## src/rtl/sysarr_result_collector.sv

```systemverilog
// Collects systolic-array output rows into a double-buffered tile store and
// streams completed (or flushed partial) tiles to the writer one row per beat.
module sysarr_result_collector #(
  parameter int N  = 4,
  parameter int DW = 16,
  localparam int RW = (N > 1) ? $clog2(N) : 1
) (
  input  logic            clk,
  input  logic            RST,
  input  logic            out_en,
  input  logic [RW-1:0]   row_out,
  input  logic [DW*N-1:0] array_output,
  input  logic            drained,
  output logic            wr_valid,
  input  logic            wr_ready,
  output logic [RW-1:0]   wr_row,
  output logic [DW*N-1:0] wr_data,
  output logic            wr_last,
  output logic            wr_bank,
  output logic            col_full,
  output logic            tile_done,
  output logic            dup_err,
  output logic            ovf_err,
  input  logic            err_clr
);

  typedef enum logic [1:0] {BANK_EMPTY, BANK_FILLING, BANK_FULL} bank_t;
  typedef enum logic {DRAIN_IDLE, DRAIN_STREAM} drain_t;

  logic [DW*N-1:0] mem [2][N];
  bank_t           bank_st [2];
  logic [N-1:0]    row_mask [2];
  logic            fill_ptr;
  logic            drain_ptr;
  drain_t          dstate;

  logic            cap;
  logic            flush;
  logic            dup_hit;
  logic            ovf_hit;
  logic            xfer_last;
  logic [N-1:0]    cap_onehot;
  logic [N-1:0]    cap_mask;
  logic [N-1:0]    drain_mask;
  logic [RW-1:0]   first_idx;
  logic [RW-1:0]   next_idx;
  logic            has_next;

  assign col_full   = (bank_st[fill_ptr] == BANK_FULL);
  assign cap        = out_en && !col_full;
  assign ovf_hit    = out_en && col_full;
  assign flush      = drained && !out_en && (bank_st[fill_ptr] == BANK_FILLING);
  assign cap_onehot = {{(N-1){1'b0}}, 1'b1} << row_out;
  assign cap_mask   = row_mask[fill_ptr] | cap_onehot;
  assign dup_hit    = cap && |(row_mask[fill_ptr] & cap_onehot);
  assign drain_mask = row_mask[drain_ptr];
  assign xfer_last  = wr_valid && wr_ready && !has_next;
  assign wr_last    = wr_valid && !has_next;
  assign wr_data    = wr_valid ? mem[wr_bank][wr_row] : '0;

  // Descending scan so the final hit is the lowest set bit (overall / above wr_row).
  always_comb begin
    first_idx = '0;
    next_idx  = wr_row;
    has_next  = 1'b0;
    for (int i = N - 1; i >= 0; i--) begin
      if (drain_mask[i]) begin
        first_idx = RW'(i);
      end
      if (drain_mask[i] && (RW'(i) > wr_row)) begin
        next_idx = RW'(i);
        has_next = 1'b1;
      end
    end
  end

  // Row storage is deliberately left unreset; row_mask says which rows are valid.
  always_ff @(posedge clk) begin
    if (cap) begin
      mem[fill_ptr][row_out] <= array_output;
    end
  end

  // Fill side and drain-side release always touch different banks.
  always_ff @(posedge clk or posedge RST) begin
    if (RST) begin
      for (int b = 0; b < 2; b++) begin
        bank_st[b]  <= BANK_EMPTY;
        row_mask[b] <= '0;
      end
      fill_ptr <= 1'b0;
    end else begin
      if (cap) begin
        row_mask[fill_ptr] <= cap_mask;
        if (&cap_mask) begin
          bank_st[fill_ptr] <= BANK_FULL;
          fill_ptr          <= ~fill_ptr;
        end else begin
          bank_st[fill_ptr] <= BANK_FILLING;
        end
      end else if (flush) begin
        bank_st[fill_ptr] <= BANK_FULL;
        fill_ptr          <= ~fill_ptr;
      end
      if (xfer_last) begin
        bank_st[drain_ptr]  <= BANK_EMPTY;
        row_mask[drain_ptr] <= '0;
      end
    end
  end

  always_ff @(posedge clk or posedge RST) begin
    if (RST) begin
      dstate    <= DRAIN_IDLE;
      drain_ptr <= 1'b0;
      wr_valid  <= 1'b0;
      wr_row    <= '0;
      wr_bank   <= 1'b0;
      tile_done <= 1'b0;
    end else begin
      tile_done <= 1'b0;
      case (dstate)
        DRAIN_IDLE: begin
          if (bank_st[drain_ptr] == BANK_FULL) begin
            dstate   <= DRAIN_STREAM;
            wr_valid <= 1'b1;
            wr_row   <= first_idx;
            wr_bank  <= drain_ptr;
          end
        end
        DRAIN_STREAM: begin
          if (wr_ready) begin
            if (has_next) begin
              wr_row <= next_idx;
            end else begin
              dstate    <= DRAIN_IDLE;
              wr_valid  <= 1'b0;
              wr_row    <= '0;
              wr_bank   <= 1'b0;
              drain_ptr <= ~drain_ptr;
              tile_done <= 1'b1;
            end
          end
        end
        default: begin
          dstate   <= DRAIN_IDLE;
          wr_valid <= 1'b0;
        end
      endcase
    end
  end

  // A new error in the same cycle as err_clr keeps the flag set.
  always_ff @(posedge clk or posedge RST) begin
    if (RST) begin
      dup_err <= 1'b0;
      ovf_err <= 1'b0;
    end else begin
      if (dup_hit) begin
        dup_err <= 1'b1;
      end else if (err_clr) begin
        dup_err <= 1'b0;
      end
      if (ovf_hit) begin
        ovf_err <= 1'b1;
      end else if (err_clr) begin
        ovf_err <= 1'b0;
      end
    end
  end

endmodule

```

## config.mk

```make
export PLATFORM = sky130hd
export DESIGN_NAME = sysarr_result_collector
export DESIGN_NICKNAME = d
export VERILOG_FILES = /design/src/rtl/sysarr_result_collector.sv
export SDC_FILE = /design/constraint.sdc
export NUM_CORES = 1
export LEC_CHECK = 0
export ABC_AREA = 1
export BUFFER_PORTS_ARGS = -buffer_cell sky130_fd_sc_hd__clkbuf_2
export CORE_MARGIN = 4
export CORE_UTILIZATION = 25
export CTS_CLUSTER_DIAMETER = 50
export DETAILED_ROUTE_END_ITERATION = 6
export PLACE_DENSITY_LB_ADDON = 0.08
export REMOVE_ABC_BUFFERS = 1
export SYNTH_ARGS = -nofsm -noshare
export SYNTH_HDL_FRONTEND = slang
export SYNTH_SLANG_ARGS = --single-unit
```

## constraint.sdc

```tcl
create_clock -name clk -period 3.7 [get_ports clk]
set_clock_uncertainty 0.05 [all_clocks]
set_input_delay 0 -clock clk [delete_from_list [all_inputs] [get_ports clk]]
set_output_delay 0 -clock clk [all_outputs]
set_load 0.005 [all_outputs]
```

# After elaboration in Yosys (flattened, before gate mapping)
# Memory sizes are Yosys's and may differ from the RTL's.
# Cells that the tools add are included.
[totals]
reg_bits = 22
mem_bits_rw = 512
input_bits = 72
output_inout_bits = 73
word_cells = 151
mem_count = 1
[classes]
magnitude_cmp = 11
n_eq_ne = 8
shift = 1
n_mux = 70
n_bitwise = 20
n_reduce_logical = 27
[memory_table]
columns = ["name", "words", "word_bits", "rd", "rd_clocked_by_memory_dff", "write_ports", "line", "rtl"]
rows = [
  ["mem", 2, 256, 1, 0, 1, "30", "logic [DW*N-1:0] mem [2][N];"],
]
[ops]
columns = ["operator", "count"]
rows = [
  ["two-way mux 256 bit", 1],
  ["two-way mux 64 bit", 4],
  ["binary-select mux 64 bit (select 2 bit)", 1],
  ["demux 64 bit (select 2 bit)", 1],
  ["two-way mux 4 bit", 12],
  ["two-way mux 2 bit", 19],
  ["two-way mux 1 bit", 21],
  ["two-way mux 8 bit", 2],
  ["logical AND 1 bit", 15],
  ["AND reduction 3 bit", 3],
  ["bitwise AND 4 bit", 2],
  ["bitwise AND 8 bit", 1],
  ["bitwise mux 8 bit", 1],
  ["demux 4 bit (select 1 bit)", 2],
  ["NOT 8 bit", 1],
  ["greater-or-equal comparator 3 bit (second input constant)", 2],
  ["!= test 2 bit (second input constant)", 3],
  ["!= test 6 x 2 -> 1 bit (second input constant)", 1],
  ["NOT 2 -> 3 bit", 2],
  ["one-hot mux 1 bit (2 select lines)", 3],
  ["nonzero test 2 bit", 3],
  ["bitwise AND 2 bit", 2],
  ["demux 2 bit (select 1 bit)", 2],
  ["equality test 2 bit (second input constant)", 2],
  ["other kinds (19)", 31],
]

# Depth between registers and ports, before layout
# Gate-level depths: netlist of the first run.
[depth]
ltp_word = 12
depth_mapped = 9
depth_no_buf = 9

# Worst setup path before layout of the first run
# No wires, ideal clock.
[synth_path]
path_kind = "register to register"
from = "register fill_ptr"
to = "memory mem[1][0] (netlist name), enable pin"
setup_time_ps = 418
arrival_time_ps = 2383
required_time_ps = 3232
setup_slack_ps = 849
path_stages_with_launch = 6
path_buffers = 0
period_less_slack_ps = 2851
path_cell_list = "dfrtp_1 -> o21ai_1 -> o21ai_1 -> nor2_1 -> nand2_1 -> inv_1"
[synth_between]
elab_chain_len = 9
[synth_rtl]
columns = ["item", "line", "rtl"]
rows = [
  ["start: declaration", "33", "logic fill_ptr;"],
  ["start signal: assignment", "97", "fill_ptr <= ~fill_ptr;"],
  ["start signal: assignment", "103", "fill_ptr <= ~fill_ptr;"],
  ["NOT 1 -> 2 bit (implied by the code)", "49", "assign col_full = (bank_st[fill_ptr] == BANK_FULL);"],
  ["two-way mux 2 bit (implied by the code) (3 in series)", "49", ""],
  ["equality test 2 bit", "49", ""],
  ["zero test 1 bit", "50", "assign cap = out_en && !col_full;"],
  ["logical AND 1 bit", "50", ""],
  ["two-way mux 1 bit", "79", "if (cap) begin"],
  ["two-way mux 256 bit (implied by the code)", "80", "mem[fill_ptr][row_out] <= array_output;"],
  ["end: declaration", "30", ""],
]
# Several ways; a longest one is shown, not always the timed one. The select of a mux whose other input is x is not followed.

# Worst setup path in the final report of the first run
[layout_path]
from = "register wr_bank"
to = "output wr_data[63]"
[layout_between]
elab_chain_len = 5
[layout_rtl]
columns = ["item", "line", "rtl"]
rows = [
  ["start: declaration", "19", "output logic wr_bank,"],
  ["start signal: assignment", "128", "wr_bank <= drain_ptr;"],
  ["memory (2 x 256 bit)", "--", ""],
  ["binary-select mux 64 bit (select 2 bit)", "59", "assign wr_data = wr_valid ? mem[wr_bank][wr_row] : '0;"],
  ["two-way mux 64 bit (implied by the code) (2 in series)", "59", ""],
  ["two-way mux 64 bit", "59", ""],
  ["end: declaration", "17", "output logic [DW*N-1:0] wr_data,"],
]
# No other way between the ends. The select of a mux whose other input is x is not followed.

==> impl_metrics.yaml, run 1 <==
die:
  rows: 106
  core_area_um2: 84090
  die_w_um: 300.2
  ioPinCount: 145
  die_area_um2: 90100
  start_util_pct: 25.38
  die_h_um: 300.2
setup_path:
  worst_path_largest_cell_delay_ns: 0.96
  endpoint_kind: "output port"
  critPathKind: "register to output port"
  cp_slowest_cell: "dfrtp_4"
  crit_buf_inv: 2
  crit_family: "flip-flops"
  crit_fanout: 55
  crit_chain: "buf_4, nor2_1, nor2_1, o21ai_0, o21ai_0, o21ai_0, nor2_1, clkbuf_2"
  arrival_ns: 3.10
  start_kind: "register"
  required_ns: 3.65
layout:
  drive_above_1_share_pct: 15.72
  syn2layout_area_growth_pct: 24.59
  nNetsFinal: 1948
  final_area_um2: 26590
  utilization_pct: 31.62
  fillers: 8473
logic_synthesis:
  synth_area_um2: 21340
  synth_cells: 1650
  syn_area_per_cell_um2: 12.93
  synth_enable_flop_cells: 512
  yosysTopAreaCellShare_pct: 72.05
  ys_seq_area_share_pct: 74.62
  ys_ff_latch: 534
  yosysTopAreaCell: "edfxtp_1"
  synth-async-reset-ratio_pct: 4.120
  ys.flop_type: "edfxtp_1"
  yosysWarningCount: 0
  synth_area_leaders: "edfxtp_1 (72%), nor2_1 (7.2%), o21ai_1 (4.1%)"
  synthDistinctLibCells: 23
  post-synth-top-count-cell: "edfxtp_1"
  netlist_top_cells_count: "edfxtp_1 (512), nor2_1 (408), o21ai_1 (174)"
route:
  via_per_inst: 4.385
  drtIter0Drc: 620
  first_pass_iters: 4
  vias: 13460
  drc: 0
  routed_wl_um: 59490
  routedWlPerCell_um: 19.38
  ant_nets: 0
placed_design:
  preCtsSetupSlack_ns: 0.5434
  place_congestion: 0.7348
  dpl_cell_area_um2: 23390
  io_buffers: 144
  dpl.hpwl_um: 32980
clock_network:
  tritoncts: "done"
  cts_made_buffers: 76
  cts.sinks: 534
  clk_pin_slew_ns: 0.05
  post_cts_buffers: 0
  clk_latency_ns: 0.60
  clock_path_buffers: 3
  cts-root-buf: "clkbuf_16"
  cts_max_level: 3
sta:
  fmax_ghz: 0.3176
  setup_viol: 0
  hold_viol_final: 0
  min_period_ns: 3.148
  holdWs_ns: 0.09036
  max-slew-margin-rel_pct: 27.54
  rsz0062_at_grt: "no"
  tightest_slew_ns: 1.087
  drv_slew: 0
  period_share_pct: 85.09
  fin_ws_ns: 0.5518
  setup_tns_ns: 0
power_and_ir_drop:
  power.leakage_nw: 9.171
  ir_drop_mv: 0.3184
  powerDensity_nw_per_um2: 745.5
run_status:
  outcome: "complete, no violations"
grt:
  grt_pass1_wl_um: 90120
  grt_pass1_vias: 13810
  grt_max_degree: 94
  grt_util_all_layers_pct: 13.13
  antenna_found_initial: 5
  gr-total-overflow: 0
run:
  maxCapViolCount: 0
hold_path:
  hp-class: "input pin to asynchronous set/reset pin"
## sequential cells by signal, summed over array words and instances (netlist names)
name and flops:
wr_bank 1, ovf_err 1, tile_done 1, drain_ptr 1
dstate 1, fill_ptr 1, wr_row 2, wr_valid 1
mem 512, dup_err 1, bank_st 4, row_mask 8
## through the flow
step,std cells,total power (W)
5_1_grt,3068,0.02112
4_1_cts,3068,0.02027
6_report,3070,0.01982
2_1_floorplan,1548,0.01089
3_3_place_gp,2858,0.01300
3_5_place_dp,2858,0.01301
## per-layer routing
layer,up-vias,routed length [um],part of all wire (%),GRT usage (%)
met1,6693,27890,47,17.65
met5,-,14,0.024,0
met4,4,954,1.6,3.549
met2,217,28370,48,21.87
met3,72,2264,3.8,2.419
li1,6475,-,-,-
## worst register-to-register path, delay by kind of cell (launching register included)
family	cells	cell delay [ns]
buf+inv	3	1.15
compound gates	2	0.41
simple gates	3	0.52
flops	1	0.61
## cell usage in the layout (no fill, tap or decap), drive strengths merged, types with 34 or more instances in the layout
master,Yosys,final
edfxtp,512,512
nor2,409,409
o21ai,338,338
clkbuf,58,233
dlygate4sd3,0,74
mux2i,64,64
o22ai,64,64
nand2,61,61
inv,39,40
clkinv,0,34
## kinds of logic (layout without fill, tap and decap cells)
logic type,after synthesis,in the layout,synth area share (%)
AOI/OAI and AO/OA,416,416,10.14
xor gates and xnor gates,1,1,0.04105
buffers and inverters,141,425,3.301
DFF,534,534,74.62
muxes,64,64,3.002
other,0,2,0
and+or+nand+nor,494,494,8.894
## area by class of cell
| class | count | area (um2) | share of cell area, % |
|---|---|---|---|
| flip-flops and latches | 534 | 15940 | 59.94 |
| multi-input cells | 975 | 4711 | 17.72 |
| clock buffers | 89 | 1993 | 7.496 |
| repair buffers | 250 | 1902 | 7.153 |
| well taps | 1134 | 1419 | 5.336 |
| clock inverters | 47 | 457.9 | 1.722 |
| inverters | 39 | 162.7 | 0.6118 |
| diodes | 2 | 5.005 | 0.01882 |
## power breakdown
group | leakage, nW | switching (W) | internal [W] | total [W]
logic | 3.09 | 0.00329 | 0.00172 | 0.00501
clock network | 1.19 | 0.00269 | 0.00436 | 0.00704
registers | 4.89 | 0.000528 | 0.00723 | 0.00776
total | 9.17 | 0.00651 | 0.0133 | 0.0198
## worst paths after layout
kind / to / cells past startpoint / slack, ns / from
min reg2reg: ovf_err / 2 / 0.48 / ovf_err
min in group clk: ovf_err / 3 / 0.13 / err_clr
max reg2reg: mem[1][220] / 8 / 0.60 / fill_ptr
max in group asynchronous: wr_row[0] / 3 / 2.83 / RST
max: wr_data[63] / 8 / 0.55 / wr_bank
min: tile_done / 3 / 0.09 / RST
## repair_timing
action                     4_1_cts  5_1_grt
hold endpoints to repair       556        0
gates resized for setup          0        0
setup endpoints to repair        0        0
hold buffers                    74        0
(Power assumes the default switching activity.)
==> run 2: changes to the inputs <==
--- a/config.mk
+++ b/config.mk
@@ -5,7 +5,7 @@
 export SDC_FILE = /design/constraint.sdc
 export NUM_CORES = 1
 export LEC_CHECK = 0
-export ABC_AREA = 1
+export ABC_AREA = 0
 export BUFFER_PORTS_ARGS = -buffer_cell sky130_fd_sc_hd__clkbuf_2
 export CORE_MARGIN = 4
 export CORE_UTILIZATION = 25
==> impl_metrics.yaml, run 2 <==
layout:
  final_cell_mix: "edfxtp_1 (512), clkbuf_2 (144), mux4_2 (130)"
  drive_above_1_share_pct: 34.65
  largest_reg_flops: 512
  layout_commonest_cell: "edfxtp_1"
  syn2layout_area_growth_pct: 27.18
  nNetsFinal: 1303
  layoutNonFillerInstCount: 2362
  reg.largest.list: "mem x512, row_mask x8, bank_st x4"
  largest_register: "mem"
  utilization_pct: 32.10
setup_path:
  ff2ff_path_depth: 6
  critPathKind: "register to output port"
  cp.depth: 5
  crit_chain: "buf_12, mux4_2, mux2i_1, nor2_1, clkbuf_2"
  reg2reg_slack_ns: 0.97
  required_ns: 3.65
  endpoint_kind: "output port"
  crit_buf_inv: 2
  cp-endpoint: "wr_data[14]"
  arrival_ns: 2.77
  start_kind: "register"
  cp_slowest_cell: "dfrtp_4"
  crit_family: "multiplexers"
  crit_fanout: 38
  r2r-start: "wr_row[1]"
  startpoint: "wr_bank"
  worst_path_largest_cell_delay_ns: 0.72
  r2r-end: "bank_st[0]"
die:
  die_h_um: 295.9
  core_area_um2: 82110
  ioPinCount: 145
  die_area_um2: 87560
  die_w_um: 295.9
  rows: 105
  start_util_pct: 25.24
route:
  ant_nets: 0
  routed_wl_um: 53430
  vias: 10300
  first_pass_iters: 4
  drtIter0Drc: 455
  drc: 0
  via_per_inst: 4.362
  routedWlPerCell_um: 22.62
hold_path:
  hp-class: "input pin to asynchronous set/reset pin"
logic_synthesis:
  ys.flop_type: "edfxtp_1"
  yosysTopAreaCellShare_pct: 74.19
  synth_enable_flop_cells: 512
  syn_area_per_cell_um2: 21.65
  synth_cells: 957
  synth-async-reset-ratio_pct: 4.120
  netlist_top_cells_count: "edfxtp_1 (512), mux4_2 (130), nor2_1 (80)"
  synthDistinctLibCells: 43
  yosysTopAreaCell: "edfxtp_1"
  post-synth-top-count-cell: "edfxtp_1"
  yosysWarningCount: 0
  ys_ff_latch: 534
  synth_area_um2: 20720
  ys_seq_area_share_pct: 76.85
  synth_area_leaders: "edfxtp_1 (74%), mux4_2 (14%), mux2i_1 (3.4%)"
placed_design:
  dpl.hpwl_um: 29400
  dp_cells: 2149
  preCtsSetupSlack_ns: 1.068
  place_congestion: 0.6902
  io_buffers: 144
clock_network:
  postCtsResizedCells: 0
  clk_latency_ns: 0.59
  cts_max_level: 3
  tritoncts: "done"
  cts_made_buffers: 79
  cts.sinks: 534
  clock_path_buffers: 3
  cts-root-buf: "clkbuf_16"
  clk_pin_slew_ns: 0.05
grt:
  gr-total-overflow: 0
  grt_util_all_layers_pct: 12.40
  grt_util_met2_pct: 20.76
  antenna_found_initial: 4
  grt_pass1_wl_um: 79260
  grt_pass1_vias: 11590
  use_met1_pct: 16.22
  met3_usage_pct: 2.464
  busiest_layer: "met2"
  grt_max_degree: 66
power_and_ir_drop:
  powerDensity_nw_per_um2: 752.3
  power.leakage_nw: 8.834
  ir_drop_mv: 0.3054
sta:
  min_period_ns: 2.823
  max-slew-margin-rel_pct: 36.22
  fmax_ghz: 0.3543
  tightest_slew_ns: 0.9557
  rsz0062_at_grt: "no"
  period_share_pct: 76.29
  drv_slew: 0
  fin_ws_ns: 0.8772
  setup_viol: 0
  hold_viol_final: 0
run:
  maxCapViolCount: 0
run_status:
  outcome: "complete, no violations"
## run 2: metal layers
metal,up-vias,share of wire (%)
met5,-,0.039
met4,4,2.2
met3,87,4.1
met2,201,50
met1,5492,44
li1,4519,-
## run 2: worst min-delay path by stage
stage / end / slack, ns / depth (start not counted)
after global placement: ovf_err / 0.16 / 2
after detailed placement: ovf_err / 0.16 / 2
after global routing: ovf_err / 0.11 / 3
after CTS: ovf_err / 0.06 / 3
after floorplan: bank_st[0] / -0.06 / 1
final: dup_err / 0.11 / 3
## run 2: power by group
group	switching [W]	internal (W)
combinational	0.00245	0.00223
clock	0.00277	0.00473
sequential	0.000493	0.00715
## run 2: cell type report
type	instances	area, um2
Multi-Input combinational cell	361	4547
Sequential cell	534	15940
Timing Repair Buffer	245	1832
Clock inverter	52	604.3
Inverter	10	38.79
Fill cell	7881	55750
Tap cell	1070	1339
Clock buffer	88	2053
Antenna cell	2	5.005
## run 2: logic make-up (layout without fill, tap and decap cells)
family | Yosys count | after routing | share of synthesized area [%]
XOR/XNOR | 1 | 1 | 0.04227
AND/OR/NAND/NOR | 124 | 124 | 2.880
other | 0 | 2 | 0
multiplexers | 202 | 202 | 17.61
flip-flops | 534 | 534 | 76.85
AO/OA/AOI/OAI | 34 | 34 | 1.141
buffers and inverters | 62 | 395 | 1.473
## run 2: per-stage QoR
stage,hold slack (ns),instance area (um2),TNS (ns),power (W)
5_1_grt,0.1093,26350,0,0.02097
3_3_place_gp,0.1594,22980,0,0.01264
2_1_floorplan,-0.06077,20450,-580.91,0.01095
4_1_cts,0.06487,26350,0,0.02036
6_report,0.1082,26360,0,0.01983
3_5_place_dp,0.1618,22980,0,0.01263
## run 2: timing repair
| action | CTS | global route |
|---|---|---|
| endpoints found under the hold margin | 556 | 0 |
| hold buffers | 71 | 0 |
| endpoints found under the setup margin | 0 | 0 |
| buffers inserted | 0 | 0 |
## run 2: worst min-delay path, stage by stage
cell and delay (ns):
dlygate4sd3_1 0.54, clkbuf_2 0.10, inv_1 0.68
==> run 3: changes to the inputs <==
--- a/config.mk
+++ b/config.mk
@@ -5,7 +5,7 @@
 export SDC_FILE = /design/constraint.sdc
 export NUM_CORES = 1
 export LEC_CHECK = 0
-export ABC_AREA = 0
+export ABC_AREA = 1
 export BUFFER_PORTS_ARGS = -buffer_cell sky130_fd_sc_hd__clkbuf_2
 export CORE_MARGIN = 4
 export CORE_UTILIZATION = 25
==> constraint.sdc (replaced) <==
create_clock -name clk -period 2.7 [get_ports clk]
set_clock_uncertainty 0.05 [all_clocks]
set_input_delay 0 -clock clk [delete_from_list [all_inputs] [get_ports clk]]
set_output_delay 0 -clock clk [all_outputs]
set_load 0.005 [all_outputs]
==> impl_metrics.yaml, run 3 (synthesis results as in run 1) <==
setup_path:
  endpoint_kind: "output port"
  ff2ff_path_depth: 6
  r2r-end: "mem[1][210]"
  start_kind: "register"
  required_ns: 2.65
  reg2reg_slack_ns: 0.30
  startpoint: "wr_bank"
  crit_fanout: 40
  arrival_ns: 2.49
  r2r-start: "fill_ptr"
  critPathKind: "register to output port"
power_and_ir_drop:
  seqPwrFrac_pct: 36.4
  switching_power_w: 0.009160
  cell_internal_pwr_w: 0.01913
  report.power.total_w: 0.02829
  powerDensity_nw_per_um2: 1042
  comb_power_share_pct: 26.5
  clkPwrFrac_pct: 37.1
  power.leakage_nw: 9.406
  sw_frac_of_total_pct: 32.37
  ir_drop_mv: 0.4232
route:
  drc: 4
  first_pass_iters: 7
  via_per_inst: 4.374
  routedWlPerCell_um: 19.33
  ant_nets: 0
  drtIter0Drc: 740
  vias: 13560
  routed_wl_um: 59910
sta:
  tightest_slew_ns: 0.8912
  max-slew-margin-rel_pct: 40.52
  drv_slew: 0
  fmax_ghz: 0.3938
  period_share_pct: 94.05
  rsz0062_at_grt: "yes"
  holdWs_ns: 0.06291
  setup_viol: 0
  hold_viol_final: 0
  min_period_ns: 2.539
layout:
  final_cell_mix: "edfxtp_1 (512), nor2_1 (394), o21ai_1 (174)"
  seq_area_um2: 15940
  largest_reg_flops: 512
  largest_register: "mem"
  fillers: 8480
  syn2layout_area_growth_pct: 27.29
  drive_above_1_share_pct: 17.39
  multi_input_area_um2: 4746
  reg.largest.list: "mem x512, row_mask x8, bank_st x4"
  nNetsFinal: 1963
  layout_commonest_cell: "edfxtp_1"
run_status:
  outcome: "finished, violations left"
  violations: "design-rule violations"
hold_path:
  hp-class: "input pin to asynchronous set/reset pin"
die:
  ioPinCount: 145
  die_area_um2: 90100
  rows: 106
  die_h_um: 300.2
  start_util_pct: 25.38
  die_w_um: 300.2
  core_area_um2: 84090
clock_network:
  cts_max_level: 3
  clk_latency_ns: 0.60
  clk_pin_slew_ns: 0.05
  cts_made_buffers: 82
  cts.sinks: 534
  clock_path_buffers: 3
  tritoncts: "done"
  cts-root-buf: "clkbuf_16"
placed_design:
  io_buffers: 144
  dpl.hpwl_um: 32870
  place_congestion: 0.7434
grt:
  gr-total-overflow: 0
  grt_pass1_vias: 14190
  grt_max_degree: 101
  grt_pass1_wl_um: 90010
  grt_util_all_layers_pct: 13.12
  antenna_found_initial: 6
run:
  maxCapViolCount: 0
## run 3: cell type report
class,count,area share (%)
Sequential cell,534,58.68
Timing Repair Buffer,259,7.900
Antenna cell,4,0.03685
Tap cell,1134,5.223
Clock buffer,100,7.881
Inverter,39,0.6264
Multi-Input combinational cell,975,17.47
Clock inverter,54,2.183
## run 3: worst max-delay path, stage by stage (launching register included)
cell,delay (ns)
dfrtp_4,0.57
clkinv_8,0.20
buf_12,0.27
buf_4,0.24
nor2_1,0.05
o21ai_0,0.14
o21ai_0,0.09
nor2_1,0.15
clkbuf_2,0.13
## run 3: power by group through the flow
stage          Clock (W)  Sequential, W  Combinational (W)
2_1_floorplan          0         0.0109            0.00367
3_3_place_gp           0         0.0105            0.00749
3_5_place_dp           0         0.0105            0.00746
4_1_cts           0.0108         0.0103            0.00761
5_1_grt           0.0112         0.0104            0.00854
6_report          0.0105         0.0103            0.00749
## run 3: worst max path at each step
stage,slack [ns],depth (start not counted),endpoint
finish,0.16,8,wr_data[1]
floorplan,-6.05,5,wr_data[0]
CTS,0.002,7,wr_data[21]
detailed placement,0.21,7,mem[1][227]
global route,-0.04,8,wr_data[1]
global placement,0.17,7,mem[1][200]
## run 3: per-stage QoR
stage | TNS, ns | setup slack, ns | util [%] | instance area, um2 | instances
detailed placement | 0 | 0.2050 | 28.03 | 23570 | 2865
global placement | 0 | 0.1694 | 28.03 | 23570 | 2865
finish | 0 | 0.1605 | 32.30 | 27160 | 3099
CTS | 0 | 0.001865 | 32.17 | 27050 | 3093
floorplan | -535.30 | -6.047 | - | 20780 | 1548
global route | -0.1526 | -0.03614 | 32.29 | 27150 | 3095
## run 3: layer usage
layer | vias to the layer above | track usage [%] | share of wire (%)
li1 | 6506 | - | -
met1 | 6715 | 17.61 | 46
met3 | 98 | 2.802 | 3.7
met2 | 233 | 21.54 | 47
met5 | - | 0 | 0.043
met4 | 4 | 3.674 | 2.3
## run 3: what timing repair did
action	4_1_cts	5_1_grt
pin swaps	0	1
gates cloned	0	1
endpoints found under the setup margin	2	46
endpoints found under the hold margin	556	0
gates resized for setup	1	21
setup buffers	0	1
hold buffers	74	0
